<file path="src/rtl/rv32_mmio_uart_tx.sv">
// Memory-mapped 8N1 UART transmitter on the core's MMIO bus.
// A small circular FIFO decouples CPU stores from the serialiser. Stores to
// TXDATA push a byte, and STATUS reports the FIFO and line state. Register
// reads are combinational. The serial line is driven from registered FSM state
// through a small decoder.
module rv32_mmio_uart_tx #(
  parameter logic [31:0] BASE_ADDR  = 32'hF000_0000,
  parameter int          CLK_DIV    = 16,
  parameter int          FIFO_DEPTH = 4
) (
  input  logic        clk,
  input  logic        rst_n,
  input  logic        is_mmio,
  input  logic        mmio_we,
  input  logic        mmio_re,
  input  logic [31:0] mmio_addr,
  input  logic [31:0] mmio_wdata,
  output logic [31:0] mmio_rdata,
  output logic        hit,
  output logic        uart_tx,
  output logic        tx_busy
);

  localparam int PW = $clog2(FIFO_DEPTH);
  localparam int BW = (CLK_DIV > 2) ? $clog2(CLK_DIV) : 1;

  localparam logic [1:0] S_IDLE  = 2'd0;
  localparam logic [1:0] S_START = 2'd1;
  localparam logic [1:0] S_DATA  = 2'd2;
  localparam logic [1:0] S_STOP  = 2'd3;

  localparam logic [PW:0]   DEPTH_C   = (PW + 1)'(FIFO_DEPTH);
  localparam logic [BW-1:0] BAUD_LAST = BW'(CLK_DIV - 1);

  logic [1:0]    r_state;
  logic [BW-1:0] r_baud;
  logic [2:0]    r_bit;
  logic [7:0]    r_shift;
  logic [7:0]    r_mem [FIFO_DEPTH];
  logic [PW:0]   r_wptr;
  logic [PW:0]   r_rptr;
  logic          r_ovf;

  logic [1:0]  w_off;
  logic [PW:0] w_count;
  logic        w_full;
  logic        w_empty;
  logic        w_baud_end;
  logic        w_pop;
  logic        w_push_req;
  logic        w_push;
  logic        w_ovf_set;
  logic        w_ovf_clr;
  logic [31:0] w_status;
  logic        w_unused_bits;

  // Region bits are pre-qualified by the decoder; word offset only within the block.
  assign hit   = is_mmio && (mmio_addr[27:4] == BASE_ADDR[27:4]);
  assign w_off = mmio_addr[3:2];

  assign w_unused_bits = ^{mmio_addr[31:28], mmio_addr[1:0], mmio_wdata[31:8]};

  // Pointers carry a wrap bit, so full and empty are distinguished by the count.
  assign w_count = r_wptr - r_rptr;
  assign w_full  = (w_count == DEPTH_C);
  assign w_empty = (w_count == '0);

  assign w_baud_end = (r_baud == BAUD_LAST);

  // Pop when leaving IDLE or at the last STOP cycle, so frames chain with no gap.
  assign w_pop = !w_empty &&
                 ((r_state == S_IDLE) || ((r_state == S_STOP) && w_baud_end));

  // A push into a full FIFO still fits if a pop frees a slot on the same edge.
  assign w_push_req = hit && mmio_we && (w_off == 2'd0);
  assign w_push     = w_push_req && (!w_full || w_pop);
  assign w_ovf_set  = w_push_req && w_full && !w_pop;
  assign w_ovf_clr  = hit && mmio_we && (w_off == 2'd1) && mmio_wdata[3];

  assign tx_busy = (r_state != S_IDLE) || !w_empty;

  // Assemble the STATUS word from live FIFO and FSM state.
  always_comb begin
    w_status       = '0;
    w_status[0]    = w_full;
    w_status[1]    = w_empty;
    w_status[2]    = (r_state != S_IDLE);
    w_status[3]    = r_ovf;
    w_status[12:8] = 5'(w_count);
  end

  // Zero-latency read mux; only STATUS returns non-zero data.
  always_comb begin
    mmio_rdata = '0;
    if (hit && mmio_re && (w_off == 2'd1)) begin
      mmio_rdata = w_status;
    end
  end

  // Drive the line from state; reset forces IDLE, so the line goes high at once.
  always_comb begin
    case (r_state)
      S_START: uart_tx = 1'b0;
      S_DATA:  uart_tx = r_shift[0];
      default: uart_tx = 1'b1;
    endcase
  end

  // FIFO storage holds payload only and needs no reset.
  always_ff @(posedge clk) begin
    if (w_push) begin
      r_mem[r_wptr[PW-1:0]] <= mmio_wdata[7:0];
    end
  end

  // FIFO pointers and the sticky overflow flag; a set beats a clear on the same edge.
  always_ff @(posedge clk or negedge rst_n) begin
    if (!rst_n) begin
      r_wptr <= '0;
      r_rptr <= '0;
      r_ovf  <= 1'b0;
    end else begin
      if (w_push) r_wptr <= r_wptr + 1'b1;
      if (w_pop)  r_rptr <= r_rptr + 1'b1;
      if (w_ovf_set) begin
        r_ovf <= 1'b1;
      end else if (w_ovf_clr) begin
        r_ovf <= 1'b0;
      end
    end
  end

  // Load the shift register on a pop and shift right after each data bit.
  always_ff @(posedge clk) begin
    if (w_pop) begin
      r_shift <= r_mem[r_rptr[PW-1:0]];
    end else if ((r_state == S_DATA) && w_baud_end) begin
      r_shift <= {1'b0, r_shift[7:1]};
    end
  end

  // Frame sequencer: each state or bit lasts CLK_DIV cycles, timed by r_baud.
  always_ff @(posedge clk or negedge rst_n) begin
    if (!rst_n) begin
      r_state <= S_IDLE;
      r_baud  <= '0;
      r_bit   <= '0;
    end else begin
      case (r_state)
        S_IDLE: begin
          r_baud <= '0;
          r_bit  <= '0;
          if (!w_empty) r_state <= S_START;
        end
        S_START: begin
          if (w_baud_end) begin
            r_baud  <= '0;
            r_bit   <= '0;
            r_state <= S_DATA;
          end else begin
            r_baud <= r_baud + 1'b1;
          end
        end
        S_DATA: begin
          if (w_baud_end) begin
            r_baud <= '0;
            if (r_bit == 3'd7) begin
              r_state <= S_STOP;
            end else begin
              r_bit <= r_bit + 1'b1;
            end
          end else begin
            r_baud <= r_baud + 1'b1;
          end
        end
        S_STOP: begin
          if (w_baud_end) begin
            r_baud  <= '0;
            r_state <= w_empty ? S_IDLE : S_START;
          end else begin
            r_baud <= r_baud + 1'b1;
          end
        end
        default: r_state <= S_IDLE;
      endcase
    end
  end

endmodule
</file>
<file path="config.mk">
export PLATFORM = sky130hd
export DESIGN_NAME = rv32_mmio_uart_tx
export DESIGN_NICKNAME = d
export VERILOG_FILES = /design/src/rtl/rv32_mmio_uart_tx.sv
export SDC_FILE = /design/constraint.sdc
export NUM_CORES = 1
export LEC_CHECK = 0
export ABC_AREA = 1
export CAP_MARGIN = 20
export CORE_UTILIZATION = 35
export DETAILED_ROUTE_END_ITERATION = 16
export GPL_TIMING_DRIVEN = 0
export HOLD_SLACK_MARGIN = 0.03
export SLEW_MARGIN = 0
export SYNTH_ARGS = -nofsm -noshare
export SYNTH_HDL_FRONTEND = slang
export SYNTH_SLANG_ARGS = --single-unit
</file>
<file path="constraint.sdc">
create_clock -name clk -period 3 [get_ports clk]
set_input_delay 0.75 -clock clk [delete_from_list [all_inputs] [get_ports clk]]
set_output_delay 0.75 -clock clk [all_outputs]
set_load 0.01 [all_outputs]
</file>
==> metrics.md <==
| Metric | Value |
|---|---|
| Complex-gate fraction of the synthesized area | `6.298%` |
| CP Launch Type | `input pin` |
| # IOs | `104` |
| FMAX | `341.2 MHz` |
| Cell taking the most area after synthesis | `edfxtp_1` |
| Final non-filler cell total | `534` |
| WHS Endpoint | `r_baud[0]` |
| Initial Util | `36.98%` |
| Largest family of logic cells by synthesized area | `simple AND/OR/NAND/NOR gates` |
| Critical R2R Capture | `r_mem[3][7]` |
| DR vias | `2,390` |
| CTS buffer count | `5` |
| Final ANT Viol Nets | `0` |
| GR Overflow Total | `0` |
| Synthesized area per cell | `8.983 um2` |
| Mapped cell area | `3099 um2` |
| Placed cells | `522` |
| Seq cells post-synth | `56` |
| Antenna violations before repair | `0` |
| Register area share after synthesis | `51.68%` |
| Final Cell Area | `3918 um2` |
| Setup_tns | `0 ps` |
| Nets@finish | `512` |
| Max Root-Sink Buffers | `2` |
| Maximum number of pins on one net before global-route repair | `21` |
| DP Wirelength | `4584 um` |
| Routed wire length | `6169 um` |
| DR iter-0 viols | `79` |
| CP endpoint kind | `primary output` |
| CTS tree | `yes` |
| R2R setup slack | `300 ps` |
| # port buffers | `48` |
| Crit path max fanout | `7` |
| Fin worst setup slack | `68.87 ps` |
| Routability Congestion | `0.8156` |
| Chip Width | `96.10 um` |
| CTS root buffer | `clkbuf_8` |
| Required @ worst endpoint | `2250 ps` |
| Mux contribution to synthesized area | `0%` |
| Worst reg2reg startpoint | `r_wptr[0]` |
| Hold Fails Final Rpt | `0` |
| Most common cell after layout, fill and taps aside | `nand2_1` |
| Die Y | `96.10 um` |
| Layout area overhead | `26.40%` |
| Vias in the first global route | `2,248` |
| Worst setup path category | `in2out` |
| Number of synthesis warnings | `0` |
| Synth Area in XOR/XNOR | `0.8074%` |
| FF-to-FF path depth | `8` |
| Status | `finished clean` |
| First-pass GRT wire length | `10,340 um` |
| Netlist cell types | `32` |
| Hold path start | `r_baud[0]` |
| Hold Path Stages | `1` |
| Synth Area in Adders | `6.298%` |
| Worst skew pair latency | `320 ps` |
| Clock skew after layout | `7.876 ps` |
| Worst EP arrival | `2180 ps` |
| Pwr dens | `357.5 nW/um2` |
| Antenna Cells | `0` |
| Place WS | `-449.8 ps` |
| Worst-path clk slew | `110 ps` |
| Post-synth EDFFs | `40` |
| Worst Hold Class | `reg2reg` |
| DR WL/cell | `11.55 um` |
| Maximum VDD drop | `0.1859 mV` |
| Post-DR vias/cell | `4.476` |
| Core box area | `8382 um2` |
| Post-Syn Instances | `345` |
| Crit share post-route | `97.70%` |
| Most frequent cells in the layout | `69 x nand2_1, 64 x nor2_1, 40 x edfxtp_1` |
| Pins Over Slew Limit | `0` |
| Die area | `9235 um2` |
| Worst slew pin tran | `837.3 ps` |
| Post-cts hold buffer count | `0` |
| Synth area leaders | `edfxtp_1 39%, dfrtp_1 13%, nand2_1 8.6%, nor2_1 8.4%, buf_4 6.1%` |
| Share of cells above drive strength 1 | `17.02%` |
| Max-cap violations | `0` |
| Setup violators final | `0` |
| P_leak | `1.688 nW` |
| H-tree levels | `2` |
| Total track usage | `14.60%` |
| Share of the synthesized area in the top cell type | `38.76%` |
| FFs w/ async S/R, synth | `28.57%` |
| Residual DRC | `0` |
| Simple-gate share of the synthesized area | `23.78%` |
| Clk sinks | `56` |
| DP Area | `3801 um2` |
| Final worst path period need | `2931 ps` |
| Max-slew headroom | `43.97%` |
| # rows | `33` |
| Primary FF master, synth | `edfxtp_1` |
| Pre-Repair DR Iteration Count | `4` |
==> metal layers <==
layer | global-route usage [%] | wire length [um] | up-vias
li1 | - | - | 1244
met1 | 18.70 | 2822 | 1103
met2 | 25.53 | 3126 | 37
met3 | 2.607 | 163 | 6
met4 | 3.358 | 57 | 0
met5 | 0 | 0 | -
==> where the power goes <==
part | leakage, nW | switching (mW) | internal [mW]
clock | 0.0511 | 0.275 | 0.177
sequential | 0.563 | 0.0000000100 | 0.827
combinational | 1.07 | 0.0505 | 0.0712
total | 1.69 | 0.325 | 1.08
==> Yosys cell counts, types with 2 or more instances <==
| cell | number |
|---|---|
| buf_2 | 2 |
| dfrtp_1 | 16 |
| nand2_1 | 71 |
| edfxtp_1 | 40 |
| a21oi_1 | 5 |
| and2_1 | 3 |
| nand3_1 | 12 |
| nand4_1 | 6 |
| inv_2 | 3 |
| nor2_1 | 69 |
| nand2_2 | 3 |
| buf_4 | 25 |
| nand3_2 | 3 |
| o22ai_1 | 7 |
| o21ai_0 | 21 |
| inv_1 | 28 |
| nor3_1 | 2 |
| ha_1 | 14 |
| buf_6 | 2 |
==> state kept, by name, indices dropped and copies added, names as in the netlist <==
name	count
r_rptr	3
r_bit	3
r_ovf	1
r_wptr	3
r_state	2
r_baud	4
r_shift	8
r_mem	32
==> worst max-delay path by stage <==
| stage | start | end | slack, ps | depth (start not counted) |
|---|---|---|---|---|
| after floorplan | mmio_addr[5] | mmio_rdata[0] | 550 | 7 |
| after global placement | mmio_addr[17] | mmio_rdata[0] | -460 | 9 |
| after detailed placement | mmio_addr[17] | mmio_rdata[0] | -450 | 9 |
| after CTS | mmio_addr[17] | mmio_rdata[8] | 5 | 9 |
| after global routing | mmio_addr[17] | mmio_rdata[0] | -5 | 9 |
| final | mmio_addr[17] | mmio_rdata[0] | 70 | 9 |
==> critical path, cell delays in order <==
cell	delay, ps
clkdlybuf4s50_1	440
nor2_2	150
nand2_1	80
nor3_2	190
nand2_1	100
inv_1	90
nand2_2	100
nor3_2	120
buf_2	160
==> kinds of logic after synthesis <==
kind of cell | count (synthesis)
flip-flops | 56
adder cells (fa/ha/maj) | 15
buffers and inverters | 61
AO/OA/AOI/OAI | 36
other | 1
XOR/XNOR | 2
AND/OR/NAND/NOR | 174
==> metrics by stage <==
step / hold WS, ps / power, mW / util (%)
final: 469.5 / 1.400 / 46.74
after global routing: 484.2 / 1.458 / 46.74
after CTS: 470.4 / 1.410 / 46.69
after detailed placement: 454.3 / 0.9624 / 45.35
after global placement: 454.4 / 0.9609 / 45.35
after floorplan: 429.8 / 0.8972 / -
==> final cells by class <==
| type | count | area (um2) |
|---|---|---|
| fillers | 815 | 4464 |
| flip-flops and latches | 56 | 1603 |
| multi-input cells | 252 | 1274 |
| repair buffers | 52 | 470.5 |
| plain buffers | 29 | 220.2 |
| well taps | 105 | 131.4 |
| inverters | 32 | 121.4 |
| clock buffers | 5 | 68.82 |
| clock inverters | 3 | 28.78 |
==> what timing repair did <==
item / CTS / global route
setup buffers: 2 / 1
cloned: 0 / 0
setup endpoints to repair: 9 / 8
gates resized for setup: 22 / 14
Note: power is estimated with default switching activity, not from simulation.
